==> config.mk <==
export PLATFORM = sky130hd
export DESIGN_NAME = vga_sync_decoder
export DESIGN_NICKNAME = d
export VERILOG_FILES = /design/src/rtl/vga_sync_decoder.sv
export SDC_FILE = /design/constraint.sdc
export NUM_CORES = 1
export LEC_CHECK = 0
export ABC_AREA = 1
export CAP_MARGIN = 30
export CORE_MARGIN = 1.5
export CORE_UTILIZATION = 37
export DETAILED_ROUTE_END_ITERATION = 8
export DONT_BUFFER_PORTS = 1
export MAX_ROUTING_LAYER = met4
export PLACE_DENSITY = 0.54
export SLEW_MARGIN = 20
export SYNTH_ARGS = -nofsm -noshare
export SYNTH_HDL_FRONTEND = slang
export SYNTH_SLANG_ARGS = --single-unit
export TNS_END_PERCENT = 1
==> constraint.sdc <==
create_clock -name clk_pix -period 4.8 [get_ports clk_pix]
set_input_delay 0.96 -clock clk_pix [delete_from_list [all_inputs] [get_ports clk_pix]]
set_output_delay 0.96 -clock clk_pix [all_outputs]
set_load 0.05 [all_outputs]
==> src/rtl/vga_sync_decoder.sv <==
// vga_sync_decoder: receive-side timing checker for a 640x480 style stream.
// Registers the incoming hsync/vsync/de, measures line and frame lengths,
// locks after LOCK_FRAMES consecutive good frames and regenerates pixel
// coordinates for downstream logic.
// Optional build macro VGA_SYNC_DECODER_STATS_EN adds the measurement and
// error-count outputs h_meas_o, v_meas_o and err_cnt.
module vga_sync_decoder #(
   parameter int   H_ACTIVE    = 640,
   parameter int   H_TOTAL     = 800,
   parameter int   V_ACTIVE    = 480,
   parameter int   V_TOTAL     = 525,
   parameter logic SYNC_POL    = 1'b0,
   parameter int   LOCK_FRAMES = 2
) (
   input  logic        clk_pix,
   input  logic        rst_pix,
   input  logic        hsync,
   input  logic        vsync,
   input  logic        de,
   output logic        rx_de,
   output logic [15:0] rx_x,
   output logic [15:0] rx_y,
   output logic        rx_frame,
   output logic        locked,
   output logic        err
`ifdef VGA_SYNC_DECODER_STATS_EN
   ,
   output logic [15:0] h_meas_o,
   output logic [15:0] v_meas_o,
   output logic [15:0] err_cnt
`endif
);

   localparam logic [15:0] H_TOTAL_C  = 16'(H_TOTAL);
   localparam logic [15:0] H_LAST_C   = 16'(H_ACTIVE - 1);
   localparam logic [15:0] V_ACTIVE_C = 16'(V_ACTIVE);
   localparam logic [15:0] V_TOTAL_C  = 16'(V_TOTAL);
   localparam logic [3:0]  LOCK_C     = 4'(LOCK_FRAMES);

   typedef enum logic [1:0] {SEARCH, ALIGN, LOCKED} state_t;

   state_t      state, state_nx;
   logic [3:0]  good, good_nx, good_inc;
   logic        err_nx;

   logic        hsync_q, hsync_qq, vsync_q, vsync_qq, de_q, de_qq;
   logic        hs_edge, vs_edge, de_rise, de_fall;
   logic [15:0] h_cnt, v_cnt, h_new, v_new;
   logic        h_valid, line_bad;
   logic        h_bad, x_over, y_over, line_mis, frame_bad;

   function automatic logic [15:0] sat_inc(input logic [15:0] v);
      return (v == 16'hFFFF) ? v : v + 16'd1;
   endfunction

   // Input register plus one delayed copy; edges come from comparing the two
   always_ff @(posedge clk_pix) begin
      if (rst_pix) begin
         hsync_q  <= ~SYNC_POL;
         hsync_qq <= ~SYNC_POL;
         vsync_q  <= ~SYNC_POL;
         vsync_qq <= ~SYNC_POL;
         de_q     <= 1'b0;
         de_qq    <= 1'b0;
      end else begin
         hsync_q  <= hsync;
         hsync_qq <= hsync_q;
         vsync_q  <= vsync;
         vsync_qq <= vsync_q;
         de_q     <= de;
         de_qq    <= de_q;
      end
   end

   assign hs_edge  = (hsync_q == SYNC_POL) && (hsync_qq != SYNC_POL);
   assign vs_edge  = (vsync_q == SYNC_POL) && (vsync_qq != SYNC_POL);
   assign de_rise  = de_q & ~de_qq;
   assign de_fall  = ~de_q & de_qq;

   // Candidate measurements; the hsync edge of this cycle belongs to the
   // frame that is closing so the frame length is phase independent
   assign h_new    = sat_inc(h_cnt);
   assign v_new    = hs_edge ? sat_inc(v_cnt) : v_cnt;
   assign good_inc = good + 4'd1;

   assign h_bad     = hs_edge && h_valid && (h_new != H_TOTAL_C);
   assign x_over    = de_q && !de_rise && (rx_x >= H_LAST_C);
   assign y_over    = de_rise && !vs_edge && (rx_y >= V_ACTIVE_C);
   assign line_mis  = h_bad || x_over || y_over;
   assign frame_bad = line_bad || line_mis || (v_new != V_TOTAL_C);

   // Line/frame counters and the sticky per-frame line error flag
   always_ff @(posedge clk_pix) begin
      if (rst_pix) begin
         h_cnt    <= 16'd0;
         v_cnt    <= 16'd0;
         h_valid  <= 1'b0;
         line_bad <= 1'b0;
      end else begin
         h_cnt <= hs_edge ? 16'd0 : h_new;
         v_cnt <= vs_edge ? 16'd0 : v_new;
         if (hs_edge)
            h_valid <= 1'b1;
         if (vs_edge)
            line_bad <= 1'b0;
         else if (line_mis)
            line_bad <= 1'b1;
      end
   end

   // Regenerated coordinates and frame pulse, two clocks behind the inputs
   always_ff @(posedge clk_pix) begin
      if (rst_pix) begin
         rx_de    <= 1'b0;
         rx_x     <= 16'd0;
         rx_y     <= 16'd0;
         rx_frame <= 1'b0;
      end else begin
         rx_de    <= de_q;
         rx_frame <= vs_edge;
         if (de_rise)
            rx_x <= 16'd0;
         else if (de_q)
            rx_x <= sat_inc(rx_x);
         if (vs_edge)
            rx_y <= 16'd0;
         else if (de_fall)
            rx_y <= sat_inc(rx_y);
      end
   end

   // Lock state register, good-frame counter and registered error pulse
   always_ff @(posedge clk_pix) begin
      if (rst_pix) begin
         state <= SEARCH;
         good  <= 4'd0;
         err   <= 1'b0;
      end else begin
         state <= state_nx;
         good  <= good_nx;
         err   <= err_nx;
      end
   end

   // Lock decisions: frames are judged at vsync, lines as soon as they break
   always_comb begin
      state_nx = state;
      good_nx  = good;
      err_nx   = 1'b0;
      case (state)
         SEARCH: begin
            if (vs_edge) begin
               state_nx = ALIGN;
               good_nx  = 4'd0;
            end
         end
         ALIGN: begin
            if (vs_edge) begin
               if (!frame_bad) begin
                  good_nx = good_inc;
                  if (good_inc >= LOCK_C)
                     state_nx = LOCKED;
               end else begin
                  good_nx = 4'd0;
               end
            end
         end
         LOCKED: begin
            if (line_mis || (vs_edge && frame_bad)) begin
               err_nx   = 1'b1;
               state_nx = ALIGN;
               good_nx  = 4'd0;
            end
         end
         default: begin
            state_nx = SEARCH;
            good_nx  = 4'd0;
         end
      endcase
   end

   assign locked = (state == LOCKED);

`ifdef VGA_SYNC_DECODER_STATS_EN
   // Last captured line/frame lengths and a saturating error pulse count
   always_ff @(posedge clk_pix) begin
      if (rst_pix) begin
         h_meas_o <= 16'd0;
         v_meas_o <= 16'd0;
         err_cnt  <= 16'd0;
      end else begin
         if (hs_edge)
            h_meas_o <= h_new;
         if (vs_edge)
            v_meas_o <= v_new;
         if (err)
            err_cnt <= sat_inc(err_cnt);
      end
   end
`endif

endmodule

# After elaboration in Yosys (flattened, before gate mapping)
# Cells that the tools add are included.
[word_totals] elab_cells=86 register_bits=80 out_inout_bits=36
[classes] n_reduce_logical=25 add_sub_neg=5 n_bitwise=9 order_cmp=3 n_eq_ne=13 n_mux=15
[ops] operator="$add A16 B1 Y16 const B" n=4
[ops] operator="$eq A16 B16 Y1 const B" n=4
[ops] operator="$mux W16" n=3
[ops] operator="$ne A16 B10 Y1 const B" n=2
[ops] operator="$ge A16 B10 Y1 const B" n=1
[ops] operator="$ge A16 B9 Y1 const B" n=1
[ops] operator="$mux W4" n=4
[ops] operator="$pmux W4 S3" n=1
[ops] operator="$mux W2" n=5
[ops] operator="$logic_and A1 B1 Y1" n=9
[ops] operator="$ne A2 B2 Y1 const B" n=4
[ops] operator="$reduce_or A2 Y1" n=4
[ops] operator="$not A1 Y1" n=7
[ops] operator="$pmux W2 S3" n=1
[ops] operator="$logic_or A1 B1 Y1" n=5
[ops] operator="$reduce_and A5 Y1" n=1
[ops] operator="$add A4 B1 Y4 const B" n=1
[ops] operator="$ge A4 B2 Y1 const B" n=1
[ops] operator="$reduce_and A2 Y1" n=2
[ops] operator="$reduce_and A3 Y1" n=1
[ops] operator="$and A1 B1 Y1" n=2
[ops] operator="$eq A2 B1 Y1 const B" n=1
[ops] operator="$eq A2 B2 Y1 const B" n=1
[ops] operator="$logic_not A1 Y1" n=2
[ops] operator="other kinds (3)" n=3

# Depth between registers and ports, before layout
[depth] depth_word=13 ltp_mapped=20 depth_no_buf=20

# Worst setup path after synthesis
# OpenSTA, ideal clock, no wires.
[synth_path] kind="flip-flop to flip-flop" start="register rx_y[1]" end="register rx_y[11]" slack_ns=2.395 arrival_ns=2.286 synth_period_minus_slack_ns=2.405 path_stages_with_launch=14 setup_ns=0.119 path_buffers=0 cell_sequence="dfxtp_1 -> ha_1 -> and3_1 -> nand3_1 -> nor3_1 -> nand3_1 -> nand2_1 -> nor2_1 -> nand3_1 -> inv_1 -> nand4_1 -> inv_1 -> o21ai_0 -> nor2_1"
[synth_via] elab_chain_len=3
[synth_lines] element="start, declared" line="22" text="output logic [15:0] rx_y,"
[synth_lines] element="start signal, assigned" line="128" text="rx_y <= sat_inc(rx_y);"
[synth_lines] element="branches (longest 3 deep; another with $add A16 B1 Y16)"
# Parallel ways; which one is timed is not known.
# A chain may end at the register's enable or synchronous reset.

# Final worst setup path
[layout_path] start="register rx_y[1]" end="register rx_y[15]"
# The elaborated chain is that of the path after synthesis.

==> metrics <==
Core Box Area=12000 µm²; area of the multi-input gates=2440 µm²; top post-synthesis cells by area=dfxtp_1 35%, nand2_1 13%, inv_1 9.1%; LEAKAGE=2.14 nW; area grow syn2layout=9.91%; Max-cap violations=0; register area=1600 µm²; post-route ant nets=0; worst slew pin tran=0.724 ns; IO Count=41; synthesis warning total=0; R2R setup slack=2.02 ns; Clock Skews=0.00674 ns; standard-cell rows=40; placed cell count=833; largest stage delay on the critical path=0.67 ns; Layout fillers=1230; # nets final=709; cts hold-fix bufs=0; crit path cell chain=ha_1 -> and3_1 -> nand3_1 -> nor3_1 -> nand3_1 -> nand2_1 -> nor2_1 -> nand3_1 -> inv_1 -> nand4_1 -> nor2_1 -> nand2_1 -> nand2_1 -> a21oi_1; Clock Tree Root=clkbuf_16; via count=4206; drt total wl=10500 µm; Via density=4.95; most common cell after layout, fill and taps aside=nand2_1; Final Max Slew Viols=0; RD Place Congestion=0.872; total CTS buffers=9; top cell type's share of synthesized area=35.3%; fin crit share=57.9%; register area share after synthesis=35.3%; final setup vio count=0; CTS tree=built; TNS Setup=0 ns; ant diodes=0; die extent in y=114 µm; Avg WL per Cell=12.4 µm; overall routing resource usage=17.6%; crit end category=flip-flop; htree depth=3; worst skew pair latency=0.33 ns; DRC violations left=0; syn_nets=706; PortBufs=0; Min Clock Period, post-route=2.78 ns; status=complete, no violations; cells after synthesis=694; Min-Delay Path Class=reg2reg; Syn Area/Cell=6.53 µm²; Yosys top cell by area=dfxtp_1; Slew HR=51.6%; CP Class=reg2reg; Worst EP arrival=3.04 ns; fin cells=849; Peak VDD IR=0.000169 V; initial antenna violation count=0; family with the most delay on the worst path=simple AND/OR/NAND/NOR gates; most frequent cells in the layout=152 x nand2_1, 110 x inv_1, 97 x nor2_1; total die area=12900 µm²; TritonCTS sink count=80; first-pass GRT wire length=18300 µm; Critical path buffers and inverters=1; pwr/cell area=291 nW/µm²; CTS clk-pin slew, worst paths=0.06 ns; Max Freq=0.360 GHz; DPL Wire Length=7980 µm; Initial Util=37.9%; CP max stage cell=dfxtp_1; crit path max fanout=10; largest net degree at the start of global routing=23; vias in the first global route=4032; iteration-0 DRC count of the detailed router=201; global route total overflow=0; clk buf depth=2; startpoint class of the critical path=flip-flop; RSZ-0062 raised after global routing=false; Post-Syn Area=4530 µm²; Worst Path Required=5.06 ns; final hold vios=0; post-CTS sizing=0; Netlist cell types=40; die extent in x=114 µm; first drt pass iteration count=5; FF+latch count, synth=80; post-CTS setup buffer count=0; share of cells above drive strength 1=8.55%
## cell families (layout without fill, tap and decap cells)
kind of cell,after synthesis,in the layout,synth area share [%]
adders and majority gates,7,7,1.93
xor gates and xnor gates,14,14,2.71
AOI/OAI and AO/OA,80,80,9.69
DFF,80,80,35.3
and+or+nand+nor,385,385,39.5
buffers and inverters,128,136,10.8
## state kept, by name, summed over array words and instances (netlist names), 2 cells and up
register,flops
good,4
h_cnt,16
rx_x,16
rx_y,16
state,2
v_cnt,16
## cell usage after synthesis, drive strengths merged
cell / n
and3: 1
or2: 2
o31ai: 1
nand2: 162
nor3: 24
o21ai: 30
nor4: 3
clkinv: 3
o21a: 2
nand3: 54
dfxtp: 80
and2: 1
xnor2: 5
a211oi: 2
o211ai: 1
inv: 115
a31oi: 6
nor2: 113
o21bai: 2
clkbuf: 6
ha: 7
nand3b: 4
xor2: 9
a21oi: 36
buf: 4
nand4: 18
nor3b: 3
## metrics by stage
stage | setup WS (ns) | instance area (µm²) | power, mW | hold slack [ns] | util, %
after floorplan | 2.40 | 4530 | 0.766 | 0.392 | -
after global placement | 2.03 | 4670 | 0.779 | 0.399 | 39.0
after detailed placement | 2.04 | 4680 | 0.780 | 0.406 | 39.1
after CTS | 2.01 | 4980 | 1.47 | 0.420 | 41.6
after global routing | 1.74 | 4980 | 1.51 | 0.453 | 41.6
final | 2.02 | 4980 | 1.45 | 0.417 | 41.6
## tightest hold or removal path: cells and delay by family (launching register included)
kind                   cells  cell delay [ns]
DFF                        1             0.30
buffers and inverters      1             0.04
and+or+nand+nor            1             0.04
## where the power goes
group          total (mW)  switching (mW)  internal [mW]
clock network       0.683           0.267          0.416
logic              0.0724          0.0504         0.0220
registers           0.694          0.0185          0.675
total                1.45           0.336           1.11
## layout make-up
cell class	count	area share [%]
Tap cell	147	3.69
Timing Repair Buffer	2	0.226
Clock buffer	11	4.87
Multi-Input combinational cell	486	49.0
Inverter	118	8.89
Sequential cell	80	32.2
Clock inverter	5	1.13
## worst paths after layout
path                               from       end  depth (start not counted)
worst max-delay path            rx_y[1]  rx_y[15]                         14
worst min-delay path            vsync_q  vsync_qq                          2
worst max register to register  rx_y[1]  rx_y[15]                         14
worst min register to register  vsync_q  vsync_qq                          2
## layer usage
layer,track usage [%],share of wire (%),wire (µm),vias up
li1,-,-,-,2210
met1,22.0,48,5040,1904
met2,28.4,46,4790,77
met3,3.93,4.7,490,15
met4,5.75,1.7,174,0
met5,-,0,0,-
(Power assumes the default switching activity.)
==> RTL change 1 (same flow settings) <==
Add a define of `VGA_SYNC_DECODER_STATS_EN`.
--- a/src/rtl/vga_sync_decoder.sv
+++ b/src/rtl/vga_sync_decoder.sv
@@ -4,6 +4,8 @@
 // coordinates for downstream logic.
 // Optional build macro VGA_SYNC_DECODER_STATS_EN adds the measurement and
 // error-count outputs h_meas_o, v_meas_o and err_cnt.
+`define VGA_SYNC_DECODER_STATS_EN
+
 module vga_sync_decoder #(
    parameter int   H_ACTIVE    = 640,
    parameter int   H_TOTAL     = 800,
Behaviour (old outputs only; new: err_cnt, h_meas_o and v_meas_o): unchanged (Yosys induction, for registers that start in step).
==> RTL change 1 against the unedited design <==
  * Power rose by 67%
  * Critical path depth rose by 3
  * Worst setup slack got worse by 170 ps
  * Clock power rose by 74%
  * Utilization rose by 1.6 points
  * Sequential cell count rose by 48
  * Design area rose by 39%
  * Largest power group is now clock
  * Wire length rose by 40%
  * Area after synthesis rose by 35%
  * Cell count rose by 33%
==> RTL change 1: results (changes against the unedited design) <==
[status]
status=finished clean  ; unchanged

[clocking]
path_clk_slew_ps=50
cts_root_buf=clkbuf_16  ; unchanged
post_cts_buffers=0  ; unchanged
clockBufferDepth=2  ; unchanged
numCtsBuffers=17  ; was 9
cts_resized=0  ; unchanged
clkLatencyLatePin_ps=420  ; was 330 ps
htree_levels=4  ; was 3

[grt]
grt_antenna_before_repair=0  ; unchanged
track_usage_pct=18.2  ; was 17.6%
overflow=0  ; unchanged
grt_pass1_vias=5060  ; was 4032
grt_pass1_wl_um=24900  ; was 18300 um
grt_max_degree=32  ; was 23

[yosys]
yosysSeqAreaShare_pct=41.8  ; was 35.3%
ys_top_cells_by_area=dfxtp_1 (42%), nand2_1 (12%), nor2_1 (7.3%)  ; was dfxtp_1 (35%), nand2_1 (13%), inv_1 (9.1%)
async_flop_share_pct=0  ; unchanged
synth_cell_types=37  ; was 40
synth_top_area_share_pct=41.8  ; was 35.3%
ys.flop_type=dfxtp_1  ; unchanged
synth_commonest_cells=nand2_1 (192), dfxtp_1 (128), nor2_1 (119), inv_1 (118), o21ai_0 (76)  ; was nand2_1 (152), inv_1 (110), nor2_1 (97), dfxtp_1 (80), nand3_1 (48)
yosys_warnings=0  ; unchanged

[finish]
drive_above_1_share_pct=7.90  ; was 8.55%
antenna_cells=0  ; unchanged
nNetsFinal=912  ; was 709
n_fill_cell=1687  ; was 1230

[setup_path]
worstPathArrival_ps=3300  ; was 3040 ps
cp_max_fo=11  ; was 10
slowest_delay_ps=690  ; was 670 ps
cpMaxStageDelayCell=dfxtp_1  ; unchanged
cpLargestDelayFamily=simple AND/OR/NAND/NOR gates  ; unchanged

[timing]
skew_ps=8.95  ; was 6.74 ps
slew_violations=0  ; unchanged
slew_headroom_pct=43.8  ; was 51.6%

[routing]
dr.first_iter.drc_count=327  ; was 201
routedWlPerCell_um=13.1  ; was 12.4 um
firstDrtPassIters=4  ; was 5
vias=5378  ; was 4206

[worst_hold_path]
hp-class=reg -> reg  ; unchanged

[place]
pre_cts_slack_ps=1870  ; was 2040 ps
dp_hpwl_um=10800  ; was 7980 um
gp_congestion=0.853  ; was 0.872
io_buffers=0  ; unchanged

[pwr]
leakage_nw=2.65  ; was 2.14 nW
peakVddDrop_uv=246  ; was 169 uV
p_sw_share_pct=23.2  ; about the same

## RTL change 1: metrics by stage
step                cell area, um^2  instances  hold slack [ps]  utilization (%)
global placement               6350       1094              406             39.7
finish                         6910       1127              419             43.2
detailed placement             6370       1096              406             39.8
CTS                            6910       1127              421             43.2
floorplan                      6120        893              392                -
global route                   6910       1127              458             43.2
## RTL change 1: power by group through the flow
stage               Sequential (mW)  Clock [mW]  Combinational [mW]
finish                         1.12        1.19               0.108
global route                   1.12        1.26               0.128
CTS                            1.12        1.22               0.110
detailed placement             1.14           0               0.109
global placement               1.14           0               0.108
floorplan                      1.14           0              0.0861
## RTL change 1: final timing paths
path           start  endpoint  slack [ps]  cells after the start
min reg2reg  vsync_q  vsync_qq         420                      2
max reg2reg  rx_x[0]  rx_x[15]        1850                     17
min          vsync_q  vsync_qq         420                      2
max          rx_x[0]  rx_x[15]        1850                     17
## RTL change 1: logic make-up (layout without fill, tap and decap cells)
kind of cell / Yosys count / count (layout) / share of synthesized area (%)
XOR/XNOR: 15 / 15 / 2.14
AO/OA/AOI/OAI: 138 / 138 / 12.2
AND/OR/NAND/NOR: 460 / 460 / 33.4
buffers and inverters: 144 / 162 / 8.85
adder cells (fa/ha/maj): 8 / 8 / 1.63
flip-flops: 128 / 128 / 41.8
## RTL change 1: area by class of cell
class,count,area share (%)
Clock buffer,25,7.02
Clock inverter,6,0.833
Inverter,127,6.90
Multi-Input combinational cell,621,43.7
Sequential cell,128,37.1
Tap cell,216,3.91
Timing Repair Buffer,4,0.543
## RTL change 1: routing by layer
layer | track usage [%] | vias up | wire [um]
met1 | 22.2 | 2387 | 7240
met4 | 7.10 | 0 | 257
li1 | - | 2895 | -
met5 | - | - | 0
met2 | 28.1 | 75 | 6510
met3 | 5.56 | 21 | 722
## RTL change 1: worst min-delay path: stages, from the launching register on
cell	delay [ps]
dfxtp_1	300
inv_1	40
nand2_1	40
==> RTL change 2 (config.mk and constraints unchanged) <==
Without the edit above. Encoding of `state_t`: now one-hot (3 bits for 3 states).
--- a/src/rtl/vga_sync_decoder.sv
+++ b/src/rtl/vga_sync_decoder.sv
@@ -37,7 +37,7 @@
    localparam logic [15:0] V_TOTAL_C  = 16'(V_TOTAL);
    localparam logic [3:0]  LOCK_C     = 4'(LOCK_FRAMES);
 
-   typedef enum logic [1:0] {SEARCH, ALIGN, LOCKED} state_t;
+   typedef enum logic [2:0] {SEARCH = 3'b001, ALIGN = 3'b010, LOCKED = 3'b100} state_t;
 
    state_t      state, state_nx;
    logic [3:0]  good, good_nx, good_inc;
Behaviour: no difference found for any inputs over 10 cycles, from zero or initial values and one cycle with rst_pix high; not proved beyond that.
==> RTL change 2 against the unedited design <==
  * Worst hold slack improved by 6.9 ps
  * Worst setup slack improved by 92 ps
  * Non-clock buffer count unchanged
  * Count of clock-buffer cells in the layout decreased by 1
  * Area after synthesis decreased by 3.2%
  * Design area decreased by 2.1%
  * Synthesized cell count decreased by 5.2%
  * First-iteration DRC count decreased by 3.5%
  * Sequential cell count increased by 1
  * Wire length decreased by 7.0%
  * Maximum frequency increased by 3.4%
  * Critical path type unchanged
  * Highest routed layer unchanged
Power is not compared: it rests on default switching activity, and its combinational part moved more than twofold at a synthesized area within 25%.
==> RTL change 2: results (changes against the unedited design) <==
[pwr]
seq_power_mw=0.739
finalPower_mw=1.61

[setup_path]
reg2reg_from=rx_x[0]  ; was rx_y[1]
ff2ff_setup_slack_ps=2110  ; was 2020 ps
r2r_cells=12  ; was 14
cpLargestDelayFamily=compound AO/OA/AOI/OAI gates  ; was simple AND/OR/NAND/NOR gates
cp_max_fo=8  ; was 10
worstPathArrival_ps=2920  ; was 3040 ps
cp-endpoint=good[2]  ; was rx_y[15]

[timing]
holdWs_ps=423  ; was 417 ps
period_needed_ps=2690  ; was 2780 ps
skew_ps=6.71  ; was 6.74 ps
slew_headroom_pct=46.7  ; was 51.6%

[routing]
vias=3939  ; was 4206
dr.first_iter.drc_count=194  ; was 201
drt_wl_total_um=9760  ; was 10500 um
firstDrtPassIters=4  ; was 5
routedWlPerCell_um=12.0  ; was 12.4 um

[finish]
clockBufferCount=10  ; was 11
antenna_cells=0  ; unchanged
num-nonclk-inverters=100  ; was 118
multi_input_area_mm2=0.00237  ; was 0.00244 mm^2
clk_share_pct=6.29  ; was 6.01%
signal_buffer_area_fraction_pct=0.462  ; was 0.226%
drive_above_1_share_pct=8.06  ; was 8.55%
nNetsFinal=677  ; was 709
n_fill_cell=1177  ; was 1230
multi_input_gates=471  ; was 486
multi_input_area_share_pct=48.6  ; was 49.0%
nFlopsAndLatches=81  ; was 80
sh_seq_area_pct=33.3  ; was 32.2%

[grt]
grt_antenna_before_repair=0  ; unchanged
met2_usage_pct=26.8  ; was 28.4%
grt_max_degree=24  ; was 23
grt_pass1_wl_um=17100  ; was 18300 um
grtUsageMet1_pct=21.5  ; was 22.0%
grt_pass1_vias=3744  ; was 4032
met3_usage_pct=4.08  ; was 3.93%

[status]
status=finished clean  ; unchanged

[yosys]
syn_avg_cell_area_um2=6.66  ; was 6.53 um^2
ys_top_cells_by_area=dfxtp_1 (37%), nand2_1 (12%), nor2_1 (9.4%)  ; was dfxtp_1 (35%), nand2_1 (13%), inv_1 (9.1%)
synth_xor_area_share_pct=3.40  ; was 2.71%
synth_compound_area_share_pct=10.3  ; was 9.69%
yosys.area_share.adder_pct=2.00  ; was 1.93%
synth_nets=670  ; was 706
async_flop_share_pct=0  ; unchanged
yosysSeqAreaShare_pct=37.0  ; was 35.3%
synth_cell_types=35  ; was 40
synth.most_common_cell=nand2_1  ; unchanged
synth_commonest_cells=nand2_1 (140), nor2_1 (110), inv_1 (94), dfxtp_1 (81), nand3_1 (43)  ; was nand2_1 (152), inv_1 (110), nor2_1 (97), dfxtp_1 (80), nand3_1 (48)
yosys_warnings=0  ; unchanged

[clocking]
clockBufferDepth=2  ; unchanged
htree_levels=3  ; unchanged

[place]
place_area_mm2=0.00457  ; was 0.00468 mm^2
dp_cells=797  ; was 833
dp_hpwl_um=7540  ; was 7980 um
gp_congestion=0.871  ; was 0.872

[worst_hold_path]
whs_path_depth=2  ; unchanged

[die]
tap_cells=143  ; was 147

==> RTL change 2: cell count changes after synthesis, sizes merged, moves of 3 or more <==
cell	unedited run	this run
nand2	162	151
a21oi	36	32
o21a	2	6
xor2	9	13
a211oi	2	5
nor2	113	125
nand3	54	44
buf	4	1
inv	115	98
nand4	18	12
==> RTL change 2: layer usage <==
| metal | share of wire, % | vias up |
|---|---|---|
| met2 | 45 | 53 |
| met3 | 4.5 | 14 |
| met1 | 48 | 1751 |
| met5 | 0 | - |
| li1 | - | 2121 |
| met4 | 1.7 | 0 |
==> RTL change 2: worst register-to-register path, cell delays in order, from the launching register on <==
cell      delay, ps
dfxtp_1         680
ha_1            260
nand3_1         130
nor2_1          180
a211oi_1         90
o21ai_0         230
a21oi_1         180
nand3_4         150
nor2_8           60
o21ai_1         220
nand2_1         130
o21ai_0         210
nor2_1           60
